## config.mk

```make
export PLATFORM = sky130hd
export DESIGN_NAME = mod_n_timer_ctrl
export DESIGN_NICKNAME = d
export VERILOG_FILES = /design/src/rtl/mod_n_timer_ctrl.sv
export SDC_FILE = /design/constraint.sdc
export NUM_CORES = 1
export LEC_CHECK = 0
export ABC_AREA = 1
export CAP_MARGIN = 5
export CORE_MARGIN = 3
export CORE_UTILIZATION = 25
export CTS_BUF_LIST = sky130_fd_sc_hd__clkbuf_16
export CTS_CLUSTER_SIZE = 30
export DETAILED_ROUTE_END_ITERATION = 10
export PLACE_DENSITY = 0.56
export SLEW_MARGIN = 10
export SYNTH_ARGS = -nofsm -noshare
export SYNTH_HDL_FRONTEND = slang
export SYNTH_SLANG_ARGS = --single-unit
```

## constraint.sdc

```tcl
create_clock -name clk -period 4.3 [get_ports clk]
set_input_delay 1.075 -clock clk [delete_from_list [all_inputs] [get_ports clk]]
set_output_delay 1.075 -clock clk [all_outputs]
set_load 0.005 [all_outputs]
```

## src/rtl/mod_n_timer_ctrl.sv

```systemverilog
// mod_n_timer_ctrl
//   Sequencing controller around a mod-N up-counter. Takes a modulus and
//   repeat count through a valid/ready handshake. Runs the counter on start
//   and supports pause and abort. Pulses tc on every wrap. Pulses done after
//   the programmed number of wraps, or runs continuously when the repeat
//   count is 0.
// Ports
//   clk, rst_n          clock, asynchronous active-low reset
//   cfg_valid/cfg_ready config handshake (ready in IDLE and DONE only)
//   cfg_n               modulus, 0 encodes 2^WIDTH
//   cfg_reps            wraps before done, 0 = continuous
//   start, pause, abort run control (priority abort > start > pause)
//   count               current count value
//   tc                  registered pulse on the edge that wrapped N_eff-1 -> 0
//   rep_done            wraps completed this run (saturating)
//   busy                state is RUN or PAUSE
//   done                one-cycle pulse on entry to DONE
//   state               IDLE=0 RUN=1 PAUSE=2 DONE=3
module mod_n_timer_ctrl #(
   parameter int unsigned WIDTH = 4,
   parameter int unsigned DEF_N = 10,
   parameter int unsigned REP_W = 8
) (
   input  logic             clk,
   input  logic             rst_n,
   input  logic             cfg_valid,
   output logic             cfg_ready,
   input  logic [WIDTH-1:0] cfg_n,
   input  logic [REP_W-1:0] cfg_reps,
   input  logic             start,
   input  logic             pause,
   input  logic             abort,
   output logic [WIDTH-1:0] count,
   output logic             tc,
   output logic [REP_W-1:0] rep_done,
   output logic             busy,
   output logic             done,
   output logic [1:0]       state
);

   // Modulus is held one bit wider so that 2^WIDTH is representable
   localparam int unsigned    NW      = WIDTH + 1;
   localparam logic [NW-1:0]  N_MAX   = NW'(2**WIDTH);
   localparam logic [NW-1:0]  N_RST   = NW'(DEF_N);
   localparam logic [REP_W-1:0] REP_MAX = '1;

   typedef enum logic [1:0] {
      S_IDLE  = 2'd0,
      S_RUN   = 2'd1,
      S_PAUSE = 2'd2,
      S_DONE  = 2'd3
   } state_t;

   state_t           st_q, st_d;
   logic [WIDTH-1:0] count_d;
   logic [REP_W-1:0] rep_d;
   logic             tc_d, done_d;
   logic [NW-1:0]    n_eff_q;
   logic [REP_W-1:0] reps_q;
   logic             idle_or_done, active, cfg_take, at_top, last_wrap;
   logic [REP_W:0]   rep_inc;

   assign idle_or_done = (st_q == S_IDLE) || (st_q == S_DONE);
   assign active       = (st_q == S_RUN)  || (st_q == S_PAUSE);
   assign cfg_ready    = idle_or_done;
   assign busy         = active;
   assign state        = st_q;
   assign cfg_take     = cfg_valid & idle_or_done;

   // Terminal compare done at WIDTH+1 bits so N_eff = 2^WIDTH is not truncated
   assign at_top    = ({1'b0, count} == (n_eff_q - NW'(1)));
   assign rep_inc   = {1'b0, rep_done} + (REP_W+1)'(1);
   assign last_wrap = at_top && (reps_q != '0) && (rep_inc == {1'b0, reps_q});

   // State register
   always_ff @(posedge clk or negedge rst_n) begin
      if (!rst_n) begin
         st_q <= S_IDLE;
      end else begin
         st_q <= st_d;
      end
   end

   // Next-state decode
   always_comb begin
      st_d = st_q;
      if (abort) begin
         st_d = S_IDLE;
      end else if (idle_or_done) begin
         if (start) begin
            st_d = S_RUN;
         end
      end else if (pause) begin
         st_d = S_PAUSE;
      end else if (last_wrap) begin
         st_d = S_DONE;
      end else begin
         st_d = S_RUN;
      end
   end

   // Counter, wrap counter and pulse next values
   always_comb begin
      count_d = count;
      rep_d   = rep_done;
      tc_d    = 1'b0;
      done_d  = 1'b0;
      if (abort) begin
         count_d = '0;
      end else if (idle_or_done) begin
         if (start) begin
            count_d = '0;
            rep_d   = '0;
         end
      end else if (!pause) begin
         if (at_top) begin
            count_d = '0;
            tc_d    = 1'b1;
            done_d  = last_wrap;
            if (rep_done != REP_MAX) begin
               rep_d = rep_done + REP_W'(1);
            end
         end else begin
            count_d = count + WIDTH'(1);
         end
      end
   end

   // Datapath and stored configuration registers
   always_ff @(posedge clk or negedge rst_n) begin
      if (!rst_n) begin
         count    <= '0;
         tc       <= 1'b0;
         done     <= 1'b0;
         rep_done <= '0;
         n_eff_q  <= N_RST;
         reps_q   <= '0;
      end else begin
         count    <= count_d;
         tc       <= tc_d;
         done     <= done_d;
         rep_done <= rep_d;
         if (cfg_take) begin
            n_eff_q <= (cfg_n == '0) ? N_MAX : {1'b0, cfg_n};
            reps_q  <= cfg_reps;
         end
      end
   end

endmodule

```

==> results.sh <==
export IMPL_syn_to_final_growth_pct=33.3
export IMPL_path_max_fanout=12
export IMPL_num_nets_final=302
export IMPL_grt_ovfl_total=0
export IMPL_rsz0062_at_grt="false"
export IMPL_pre_cts_slack_ns=1.77
export IMPL_synth_cells=242
export IMPL_fmax_ghz=0.358
export IMPL_fin_crit_sh=0.649
export IMPL_end_kind="output port"
export IMPL_htreeDepth=2
export IMPL_place_congestion=0.788
export IMPL_post_cts_resized=0
export IMPL_setup_worst_path_start_class="flip-flop"
export IMPL_cts_tree="built"
export IMPL_rows=30
export IMPL_crit_type="reg2out"
export IMPL_antenna_found_initial=0
export IMPL_finClkSkew_ns=0.00592
export IMPL_vias=1602
export IMPL_drv_cap=0
export IMPL_antennaDiodeCount=0
export IMPL_ir_drop_v=0.000152
export IMPL_die_y_um=90.9
export IMPL_placed_area_mm2=0.00224
export IMPL_synth_seq_cells=29
export IMPL_cp_required_ns=3.22
export IMPL_wl_per_cell_um=11.0
export IMPL_report_final_slew_viol_count=0
export IMPL_vias_per_cell=4.24
export IMPL_clkTransAtPathRegs_ns=0.05
export IMPL_cts_root_buf="clkbuf_16"
export IMPL_power_density_mw_per_mm2=484
export IMPL_portBuffers=35
export IMPL_status="finished clean"
export IMPL_grt_max_degree=30
export IMPL_grt_pass1_wl_mm=7.33
export IMPL_syn_nets=263
export IMPL_post_cts_buffers=0
export IMPL_initial_utilization=0.261
export IMPL_fin_ws_ns=1.51
export IMPL_wirelength_mm=4.16
export IMPL_multi_input_comb_area_um2=898
export IMPL_fin_setup_tns_ns=0
export IMPL_n_fill_cell=758
export IMPL_finalHoldViolCount=0
export IMPL_die_area_mm2=0.00826
export IMPL_die_x_um=90.9
export IMPL_drc_errors=0
export IMPL_finalInstanceArea_mm2=0.00240
export IMPL_worst_ep_arrival_time_ns=1.72
export IMPL_clk_insertion_delay_late_ns=0.28
export IMPL_total_power_mw=1.16
export IMPL_p_leak_nw=1.11
export IMPL_slew_headroom=0.751
export IMPL_cts_hold_buffers_added=0
export IMPL_yosysWarnings=0
export IMPL_cts_sinks=29
export IMPL_core_area_mm2=0.00691
export IMPL_cts_buffer_depth=2
export IMPL_drive_gt1_frac=0.138
export IMPL_syn_area_per_cell_um2=7.45
export IMPL_period_needed_ns=2.79
export IMPL_synth_area_mm2=0.00180
export IMPL_cts_made_buffers=5
export IMPL_setup_violations_final=0
export IMPL_drtIter0Drc=33
export IMPL_firstDrtPassIters=4
export IMPL_hpwl_mm=3.24
export IMPL_worstMarginPinSlew_ns=0.373
export IMPL_seqCellArea_um2=728
export IMPL_ioPinCount=36
export IMPL_drtAntennaViolNets=0
export IMPL_seq_area_frac_synth=0.404
export IMPL_grtUsageTotal=0.111
export IMPL_ys_types=31
export IMPL_hold_class="reg2reg"
export IMPL_first_global_vias=1611
[cell families after synthesis]
logic type / count (synthesis) / share of synthesized area
fa+ha+maj: 3 / 0.0208
flops: 29 / 0.404
compound gates: 27 / 0.103
xor+xnor: 4 / 0.0194
simple gates: 140 / 0.355
buf+inv: 39 / 0.0972
[where the power goes]
part / total [mW] / internal (mW) / switching, mW
sequential: 0.390 / 0.329 / 0.0605
combinational: 0.387 / 0.172 / 0.215
clock: 0.387 / 0.268 / 0.118
[registers in the layout (all words and copies together), names as in the netlist]
register  cells
rep_done      8
tc            1
n_eff_q       5
count         4
state         2
done          1
reps_q        8
[layout make-up]
cell class                 instances  share of cell area
tap                               96              0.0500
timing repair buffer              36               0.149
inverter                          35              0.0558
clock inverter                     3              0.0156
clock buffer                       5              0.0521
multi-input combinational        174               0.374
sequential                        29               0.303
[cells in the mapped netlist]
master	n	area share
a21oi_2	1	0.0049
inv_1	30	0.063
ha_1	3	0.021
or2_2	1	0.0035
inv_2	4	0.0083
nor2_2	1	0.0035
nand4_1	4	0.014
nand3b_1	2	0.0083
o22ai_1	1	0.0035
dfstp_2	2	0.029
o21ai_2	8	0.039
buf_12	1	0.011
a21oi_1	4	0.011
xnor2_1	1	0.0049
nor3_1	3	0.0083
o21bai_2	1	0.0062
nand3_1	26	0.072
a21o_4	1	0.0083
inv_4	1	0.0035
o21ai_0	3	0.0083
xor2_1	3	0.015
dfrtp_1	27	0.38
or2_1	1	0.0035
nand3_2	2	0.011
o21ai_1	8	0.022
nand2_2	7	0.024
nor2_4	3	0.019
nor2_1	12	0.025
buf_2	2	0.0056
nand2_1	78	0.16
buf_6	1	0.0062
[per-layer routing]
layer | GRT usage | wire (µm) | up-vias
met5 | 0 | 0 | -
met3 | 0.0350 | 218 | 7
li1 | - | - | 852
met2 | 0.184 | 1940 | 34
met1 | 0.135 | 1940 | 709
met4 | 0.0377 | 58 | 0
[path summary, 6_finish.rpt]
check | depth (start not counted) | start | slack [ns] | endpoint
min reg2reg | 2 | n_eff_q[3] | 0.51 | n_eff_q[3]
max reg2reg | 11 | n_eff_q[1] | 2.40 | rep_done[0]
min in group asynchronous | 2 | rst_n | 1.19 | rep_done[6]
max in group asynchronous | 2 | rst_n | 2.80 | n_eff_q[1]
min | 2 | n_eff_q[3] | 0.51 | n_eff_q[3]
max | 4 | state[0] | 1.51 | busy
[metrics by stage]
stage,util,hold slack (ns),std cells
detailed placement,0.324,0.504,370
floorplan,-,0.475,242
global route,0.348,0.533,378
CTS,0.348,0.513,378
finish,0.348,0.511,378
global placement,0.324,0.501,370
[cell usage in the layout (no fill, tap or decap), drive strengths merged]
cell type      netlist  final
buf                  4      1
clkdlybuf4s50        0     35
nand2               85     85
dfrtp               27     27
or2                  2      2
nor2                16     16
o21ai               19     19
nor3                 3      3
xor2                 3      3
o21bai               1      1
a21o                 1      1
o22ai                1      1
inv                 35     36
ha                   3      3
nand3b               2      2
dfstp                2      2
clkbuf               0      5
nand3               28     28
clkinv               0      1
xnor2                1      1
nand4                4      4
bufinv               0      1
a21oi                5      5
[critical path: stages, from the launching register on]
cell             delay, ns
dfrtp_1               0.37
inv_1                 0.06
or2_1                 0.21
nand2_2               0.24
clkdlybuf4s50_1       0.56
No activity file was read; power rests on OpenSTA's default activity.
